$ cat config.mk
export PLATFORM = sky130hd
export DESIGN_NAME = cache_refill_flat
export DESIGN_NICKNAME = d
export VERILOG_FILES = /design/src/rtl/cache_refill_if.sv /design/src/rtl/cache_refill.sv /design/src/flat_wrapper.sv
export SDC_FILE = /design/constraint.sdc
export NUM_CORES = 1
export LEC_CHECK = 0
export ABC_AREA = 1
export BUFFER_PORTS_ARGS = -buffer_cell sky130_fd_sc_hd__buf_2
export CELL_PAD_IN_SITES_DETAIL_PLACEMENT = 0
export CELL_PAD_IN_SITES_GLOBAL_PLACEMENT = 1
export CORE_UTILIZATION = 25
export DETAILED_ROUTE_END_ITERATION = 10
export MAX_ROUTING_LAYER = met4
export PLACE_DENSITY_LB_ADDON = 0.1
export SKIP_LAST_GASP = 1
export SLEW_MARGIN = 20
export SYNTH_ARGS = -nofsm -noshare
export SYNTH_HDL_FRONTEND = slang
export SYNTH_SLANG_ARGS = --single-unit
export TNS_END_PERCENT = 5
$ cat constraint.sdc
create_clock -name clk -period 2 [get_ports clk]
set_clock_uncertainty 0.15 [all_clocks]
set_input_delay 0.3 -clock clk [delete_from_list [all_inputs] [get_ports clk]]
set_output_delay 0.3 -clock clk [all_outputs]
set_load 0.02 [all_outputs]
$ cat src/rtl/cache_refill_if.sv
// Miss request, cache data-array and memory word-bus signals of the refill FSM.
// master = refill FSM, slave = requester/array/memory side.
interface cache_refill_if #(
  parameter int BLKIDX_BIT = 4,
  parameter int WRDIDX_BIT = 4
);
  localparam int TAG_BIT = 32 - BLKIDX_BIT - WRDIDX_BIT - 2;

  logic                  miss_valid;
  logic                  miss_ready;
  logic [BLKIDX_BIT-1:0] miss_blkidx;
  logic [TAG_BIT-1:0]    miss_tag;
  logic                  miss_dirty;
  logic [TAG_BIT-1:0]    victim_tag;
  logic                  done;

  logic [BLKIDX_BIT-1:0] cd_blkidx;
  logic [WRDIDX_BIT-1:0] cd_wrdidx;
  logic [31:0]           cd_wdata;
  logic [3:0]            cd_wen;
  logic [31:0]           cd_rdata;

  logic                  mem_req;
  logic                  mem_we;
  logic [31:0]           mem_addr;
  logic [31:0]           mem_wdata;
  logic                  mem_ack;
  logic [31:0]           mem_rdata;

  modport master (
    input  miss_valid, miss_blkidx, miss_tag, miss_dirty, victim_tag,
    input  cd_rdata, mem_ack, mem_rdata,
    output miss_ready, done, cd_blkidx, cd_wrdidx, cd_wdata, cd_wen,
    output mem_req, mem_we, mem_addr, mem_wdata
  );

  modport slave (
    output miss_valid, miss_blkidx, miss_tag, miss_dirty, victim_tag,
    output cd_rdata, mem_ack, mem_rdata,
    input  miss_ready, done, cd_blkidx, cd_wrdidx, cd_wdata, cd_wen,
    input  mem_req, mem_we, mem_addr, mem_wdata
  );
endinterface

$ cat src/rtl/cache_refill.sv
// Cache miss handler: optional dirty-victim writeback, word-by-word refill
// into the data array, then a one-cycle done pulse.
module cache_refill #(
  parameter int BLKIDX_BIT = 4,
  parameter int WRDIDX_BIT = 4
) (
  input logic           clk,
  input logic           rst,
  cache_refill_if.master bus
);
  localparam int TAG_BIT = 32 - BLKIDX_BIT - WRDIDX_BIT - 2;

  localparam logic [1:0] IDLE = 2'd0;
  localparam logic [1:0] WB   = 2'd1;
  localparam logic [1:0] RF   = 2'd2;
  localparam logic [1:0] DONE = 2'd3;

  logic [1:0]            state_q, state_d;
  logic [WRDIDX_BIT-1:0] cnt_q,   cnt_d;
  logic [BLKIDX_BIT-1:0] blk_q,   blk_d;
  logic [TAG_BIT-1:0]    mtag_q,  mtag_d;
  logic [TAG_BIT-1:0]    vtag_q,  vtag_d;
  logic                  last_wrd;

  assign last_wrd = &cnt_q;

  always_comb begin
    state_d = state_q;
    cnt_d   = cnt_q;
    blk_d   = blk_q;
    mtag_d  = mtag_q;
    vtag_d  = vtag_q;
    case (state_q)
      IDLE: begin
        if (bus.miss_valid) begin
          blk_d   = bus.miss_blkidx;
          mtag_d  = bus.miss_tag;
          vtag_d  = bus.victim_tag;
          cnt_d   = '0;
          state_d = bus.miss_dirty ? WB : RF;
        end
      end
      WB: begin
        // counter wraps to 0 on the last writeback ack, ready for the refill
        if (bus.mem_ack) begin
          cnt_d = cnt_q + 1'b1;
          if (last_wrd) state_d = RF;
        end
      end
      RF: begin
        if (bus.mem_ack) begin
          cnt_d = cnt_q + 1'b1;
          if (last_wrd) state_d = DONE;
        end
      end
      DONE:    state_d = IDLE;
      default: state_d = IDLE;
    endcase
  end

  always_ff @(posedge clk) begin
    if (rst) begin
      state_q <= IDLE;
      cnt_q   <= '0;
      blk_q   <= '0;
      mtag_q  <= '0;
      vtag_q  <= '0;
    end else begin
      state_q <= state_d;
      cnt_q   <= cnt_d;
      blk_q   <= blk_d;
      mtag_q  <= mtag_d;
      vtag_q  <= vtag_d;
    end
  end

  logic in_wb, in_rf;
  assign in_wb = (state_q == WB);
  assign in_rf = (state_q == RF);

  assign bus.miss_ready = (state_q == IDLE);
  assign bus.done       = (state_q == DONE);
  assign bus.mem_req    = in_wb | in_rf;
  assign bus.mem_we     = in_wb;

  // idle presents the incoming index so the array is already looking at it
  assign bus.cd_blkidx  = (state_q == IDLE) ? bus.miss_blkidx : blk_q;
  assign bus.cd_wrdidx  = cnt_q;

  // writeback data is the array's combinational read of the current word
  assign bus.mem_wdata  = in_wb ? bus.cd_rdata  : 32'h0;
  assign bus.cd_wdata   = in_rf ? bus.mem_rdata : 32'h0;
  assign bus.cd_wen     = (in_rf && bus.mem_ack) ? 4'hF : 4'h0;

  always_comb begin
    bus.mem_addr = 32'h0;
    if (in_wb)      bus.mem_addr = {vtag_q, blk_q, cnt_q, 2'b00};
    else if (in_rf) bus.mem_addr = {mtag_q, blk_q, cnt_q, 2'b00};
  end
endmodule

$ cat src/flat_wrapper.sv
// flat-port wrapper written by rule: the top's interface ports become plain ports
module cache_refill_flat 
#(
  parameter int BLKIDX_BIT = 4,
  parameter int WRDIDX_BIT = 4
)
  (clk, rst, bus_miss_valid, bus_miss_blkidx, bus_miss_tag, bus_miss_dirty, bus_victim_tag, bus_cd_rdata, bus_mem_ack, bus_mem_rdata, bus_miss_ready, bus_done, bus_cd_blkidx, bus_cd_wrdidx, bus_cd_wdata, bus_cd_wen, bus_mem_req, bus_mem_we, bus_mem_addr, bus_mem_wdata);
  cache_refill_if #(.BLKIDX_BIT(BLKIDX_BIT), .WRDIDX_BIT(WRDIDX_BIT)) bus_i ();
  input logic clk;
  input logic rst;
  input wire logic [$bits(bus_i.miss_valid)-1:0] bus_miss_valid;
  input wire logic [$bits(bus_i.miss_blkidx)-1:0] bus_miss_blkidx;
  input wire logic [$bits(bus_i.miss_tag)-1:0] bus_miss_tag;
  input wire logic [$bits(bus_i.miss_dirty)-1:0] bus_miss_dirty;
  input wire logic [$bits(bus_i.victim_tag)-1:0] bus_victim_tag;
  input wire logic [$bits(bus_i.cd_rdata)-1:0] bus_cd_rdata;
  input wire logic [$bits(bus_i.mem_ack)-1:0] bus_mem_ack;
  input wire logic [$bits(bus_i.mem_rdata)-1:0] bus_mem_rdata;
  output wire logic [$bits(bus_i.miss_ready)-1:0] bus_miss_ready;
  output wire logic [$bits(bus_i.done)-1:0] bus_done;
  output wire logic [$bits(bus_i.cd_blkidx)-1:0] bus_cd_blkidx;
  output wire logic [$bits(bus_i.cd_wrdidx)-1:0] bus_cd_wrdidx;
  output wire logic [$bits(bus_i.cd_wdata)-1:0] bus_cd_wdata;
  output wire logic [$bits(bus_i.cd_wen)-1:0] bus_cd_wen;
  output wire logic [$bits(bus_i.mem_req)-1:0] bus_mem_req;
  output wire logic [$bits(bus_i.mem_we)-1:0] bus_mem_we;
  output wire logic [$bits(bus_i.mem_addr)-1:0] bus_mem_addr;
  output wire logic [$bits(bus_i.mem_wdata)-1:0] bus_mem_wdata;
  assign bus_i.miss_valid = bus_miss_valid;
  assign bus_i.miss_blkidx = bus_miss_blkidx;
  assign bus_i.miss_tag = bus_miss_tag;
  assign bus_i.miss_dirty = bus_miss_dirty;
  assign bus_i.victim_tag = bus_victim_tag;
  assign bus_i.cd_rdata = bus_cd_rdata;
  assign bus_i.mem_ack = bus_mem_ack;
  assign bus_i.mem_rdata = bus_mem_rdata;
  assign bus_miss_ready = bus_i.miss_ready;
  assign bus_done = bus_i.done;
  assign bus_cd_blkidx = bus_i.cd_blkidx;
  assign bus_cd_wrdidx = bus_i.cd_wrdidx;
  assign bus_cd_wdata = bus_i.cd_wdata;
  assign bus_cd_wen = bus_i.cd_wen;
  assign bus_mem_req = bus_i.mem_req;
  assign bus_mem_we = bus_i.mem_we;
  assign bus_mem_addr = bus_i.mem_addr;
  assign bus_mem_wdata = bus_i.mem_wdata;
  cache_refill #(.BLKIDX_BIT(BLKIDX_BIT), .WRDIDX_BIT(WRDIDX_BIT)) u_core (.clk(clk), .rst(rst), .bus(bus_i));
endmodule
Word-level counts from Yosys, hierarchy flattened
Cells that the tools add are included.

Flip-flop bits (word level): 54.

Multiplexer cells: 16. Reductions and logical operators: 8. Bitwise gates (word level): 1. Add/sub/neg operators: 1. Eq/ne operators: 9.

Operators with widths (number): 32-bit 2-to-1 mux (4); 4-bit 2-to-1 mux (4); 2-bit 2-to-1 mux (6); 2-bit one-hot mux with 4 select lines (1); 4-bit one-hot mux with 2 select lines (1); 2-bit by 1-bit inequality test with 1-bit output (second input constant) (3); 2-bit inequality test (second input constant) (3); 5-bit AND reduction (1); 4-bit by 1-bit adder with 4-bit output (second input constant) (1); 2-bit == test (second input constant) (2); 4-bit AND reduction (1); 3-bit AND reduction (1); 2-bit by 1-bit == test with 1-bit output (second input constant) (1); 2-bit logical NOT (1); 2-bit AND reduction (1); 2-bit nonzero test (1); 2-bit OR reduction (1); 1-bit logical AND (1); 1-bit OR (1).

Depth between registers and ports, before layout
Word-level depth: 4. Depth in mapped cells: 9. Gate-level depth less buffers: 9.

Least setup slack after synthesis
Ideal clock, no wire load.

Kind: flip-flop to output port. Start: reg u_core.state_q[0]. End: out bus_cd_blkidx[0]. Path buffers: 1. Setup slack: 0.113 ns. Data arrival time: 1.437 ns. Data required time: 1.550 ns. Stages on the path, launching flop included: 5. Cells stage by stage: dfxtp_1 -> inv_1 -> ha_1 -> buf_2 -> o21ai_0.

Longest elaborated chain between the ends: 2.

Ends and longest elaborated chain: start: declaration (line cache_refill.sv:18) `logic [1:0] state_q, state_d;`; start signal: assignment (line cache_refill.sv:69) `state_q <= state_d;`; 2-bit logical NOT; net bus_miss_ready (line flat_wrapper.sv:19) `output wire logic [$bits(bus_i.miss_ready)-1:0] bus_miss_ready;`; 4-bit 2-to-1 mux (line cache_refill.sv:87) `assign bus.cd_blkidx = (state_q == IDLE) ? bus.miss_blkidx : blk_q;`; end: declaration (line flat_wrapper.sv:21) `output wire logic [$bits(bus_i.cd_blkidx)-1:0] bus_cd_blkidx;`.

The timed path passes the listed nets, and every way through them passes these cells.

Final worst setup path
Start: reg u_core.state_q[1]. End: out bus_mem_addr[6].

Longest elaborated chain between the ends: 3. Elaborated cells on any way between the ends: 4.

Ends and longest elaborated chain: 2-bit == test (line cache_refill.sv:79) `assign in_rf = (state_q == RF);`; 32-bit 2-to-1 mux (line cache_refill.sv:98) `else if (in_rf) bus.mem_addr = {mtag_q, blk_q, cnt_q, 2'b00};`; 32-bit 2-to-1 mux (*) (line cache_refill.sv:97) `if (in_wb) bus.mem_addr = {vtag_q, blk_q, cnt_q, 2'b00};`; end: declaration (line flat_wrapper.sv:27) `output wire logic [$bits(bus_i.mem_addr)-1:0] bus_mem_addr;`.

Every way passes the cells marked *; elsewhere a longest branch is shown, timed or not.

==> reports/summary.md <==
The largest area contributor in the synthesized netlist was dfxtp_1. In this run the standard cell core region covers 11,660 sq um. Highest net fanout along the worst path: 10. For this run, asynchronously set or reset flops after synthesis account for 0%. The initial antenna violation count was 0. The worst setup path is captured at an output port. Clock latency on the worst-skew pair, taken at its later pin, is 290 ps. The wire length of the first global-routing pass is 16,650 microns. TritonCTS built the clock tree. In this run the power density over the cells is 1192 nW/um^2. The critical path in this run is classified as reg2out.

The mapped netlist covers 3049 sq um. The final count of pins violating max slew was 0. For this design, the slowest cell found on the critical path is dfxtp_4.

Based on the critical path, the design can be clocked at up to 501.4 MHz. Clock tree synthesis selected as its root buffer the cell clkbuf_16. The logs give 0 for the hold violation total from the final report and 2.994 nW for the leakage power of the design.

The least setup slack across all paths after layout was 5.507 ps; the proportion of layout cells with a drive suffix above 1 was 35.84%. The logs give 51 for the maximum number of pins on one net before global-route repair and 54 for the total clock sinks. Yosys mapped a number of flops with a built-in enable equal to 0. Die boundary height: 112.4 microns. At the worst endpoint, the arrival time is 1540 ps.

The total setup violations reported at the end of the flow was 0; the required time of the critical path was 1550 ps. Walking the worst path, the cells encountered are inv_2 -> ha_4 -> buf_12 -> nor2_2 -> buf_4 -> nor2_1 -> buf_4. The path class of the tightest hold or removal check is in2reg. The tools report the worst slack at placement as 75.57 ps. The distinct cell type count after synthesis came out at 19. STA classifies the critical path startpoint as a flop.

The run finished with clean final reports. At the end of routability-driven placement, the weighted congestion stood at 0.7720. The run gives 0 as the hold buffer count at CTS. Number of global-route vias before repair: 3,310. The length in cells of the worst reg-to-reg path is 7, and the placement row count is 39. The routed design could run at a clock period as short as 1994 ps. Once layout is complete, the utilization of the core stands at 39.80%. The cell repeated most along the worst path was buf_4. Each instance of the synthesized netlist takes up on average 5.932 sq um. For the post-synthesis sequential area ratio, the log shows 35.45%.

In this run the remaining antenna-violating nets after routing total 0. The logs give 556.5 uV for the maximum ir drop on the vdd rail and 0 for the warning count from the yosys run. The detailed-route vias per instance works out to 4.276. Die area: 12,640 sq um. For the I/O pin total, the log shows 229.

The logs give 17.27% for the aggregate global-route resource usage and 7771 microns for the half-perimeter wire length after placement. Most instantiated flip-flop cell in the synthesis netlist: dfxtp_1. Synthesis produced a netlist whose cell count is 514. Setup repair after global routing could not meet its margin everywhere. Synthesis inferred 54 register bits. In the synthesized netlist, the cells that appear most often are nand2_1, nor2_1, inv_1.

In this design, the stage delay of the slowest critical-path cell is 370 ps. The H-tree was split into 2 levels. The tools report the total of max-cap violations as 0. The final hold slack is 52.41 ps, and the detailed-route via count is 3,737.

The tools report the total wire length as 10,670 microns. The DRC violation count after routing is 0, and the detail-routed net length per standard cell is 12.21 microns. Relative to the synthesized area, the layout overhead comes to 52.24%. The detailed router finished its first iteration with 169 violations. Of the post-synthesis cell area, the dominant cell type holds 35.45%. The clock passes through at most 2 buffers. The total overflow reported by the global router is 0.

Before antenna repair, the detailed router went through 4 iterations. The run gives 5 as the total CTS buffers. The final layout contains 853 nets. The count of buffers added on input and output ports is 226. Along the worst hold path, the cell count comes to 2. By area the synthesized netlist is led by dfxtp_1, nand2_1, nor2_1. The effective utilization at floorplan is 26.15%, and the part of the cycle the worst path needs is 99.72%. The most numerous cell in the Yosys netlist is nand2_1. Overall power consumption after layout is estimated at 0.005533 W. The x dimension of the die is 112.4 microns.

Antenna diode count: 0. The CTS clock-pin slew for the worst setup and hold paths is 70 ps.
## repair_timing
item,CTS,global route
gates resized for setup,11,6
cloned,2,0
setup endpoints to repair,65,104
hold endpoints to repair,0,0
buffers inserted,1,1
## kinds of logic after synthesis
group           after synthesis  synth area share (%)
compound gates               65                 10.87
fa+ha+maj                     6                 2.462
buf+inv                     121                 16.66
flops                        54                 35.45
other cells                   1                0.1230
simple gates                267                 34.43
## per-stage QoR
stage / area, sq um / cells / TNS (ps)
final: 4642 / 874 / 0
after global routing: 4642 / 874 / -4016
after CTS: 4608 / 873 / -44.10
after detailed placement: 4327 / 862 / 0
after global placement: 4327 / 862 / 0
after floorplan: 3053 / 515 / 0
## cell type report
| cell class | count | area [sq um] |
|---|---|---|
| clock buffer | 6 | 138.9 |
| timing repair buffer | 242 | 1386 |
| fill | 1312 | 7020 |
| clock inverter | 2 | 17.52 |
| tap | 143 | 178.9 |
| multi-input combinational | 340 | 1501 |
| sequential | 54 | 1089 |
| inverter | 87 | 330.3 |
## sequential cells by signal, summed over array words and instances (netlist names)
register              count
u_core.mtag_q            22
u_core.vtag_q            22
u_core.bus.cd_wrdidx      4
u_core.blk_q              4
u_core.state_q            2
## worst max-delay path, delay by kind of cell, from the launching register on
family	cells	cell delay (ps)
flip-flops	1	370
buffers and inverters	4	540
adder cells (fa/ha/maj)	1	200
AND/OR/NAND/NOR	2	140
## where the power goes
group	internal (W)	switching, W	total, W
combinational	0.00117	0.00192	0.00308
clock	0.000504	0.000419	0.000923
sequential	0.00137	0.000153	0.00153
## metal layers
| layer | up-vias | GRT usage (%) | part of all wire [%] |
|---|---|---|---|
| met4 | 0 | 3.467 | 0.77 |
| met1 | 1626 | 18.81 | 41 |
| met2 | 144 | 32.67 | 52 |
| met3 | 7 | 3.078 | 6.5 |
| li1 | 1960 | - | - |
| met5 | - | - | 0 |
## final timing paths
| path | startpoint | end | slack [ps] |
|---|---|---|---|
| max | u_core.state_q[1] | bus_mem_addr[6] | 6 |
| min | rst | u_core.bus.cd_wrdidx[1] | 50 |
| max reg2reg | u_core.state_q[0] | u_core.bus.cd_wrdidx[1] | 280 |
| min reg2reg | u_core.blk_q[1] | u_core.blk_q[1] | 330 |
## cell usage in the layout (no fill, tap or decap), types with 9 or more instances in the layout
| cell | instances |
|---|---|
| nand2_1 | 133 |
| nor2_1 | 102 |
| nand3_1 | 26 |
| buf_2 | 223 |
| a21oi_1 | 10 |
| buf_4 | 9 |
| dfxtp_1 | 52 |
| inv_1 | 83 |
| o21ai_0 | 53 |
No activity file was read; power rests on OpenSTA's default activity.
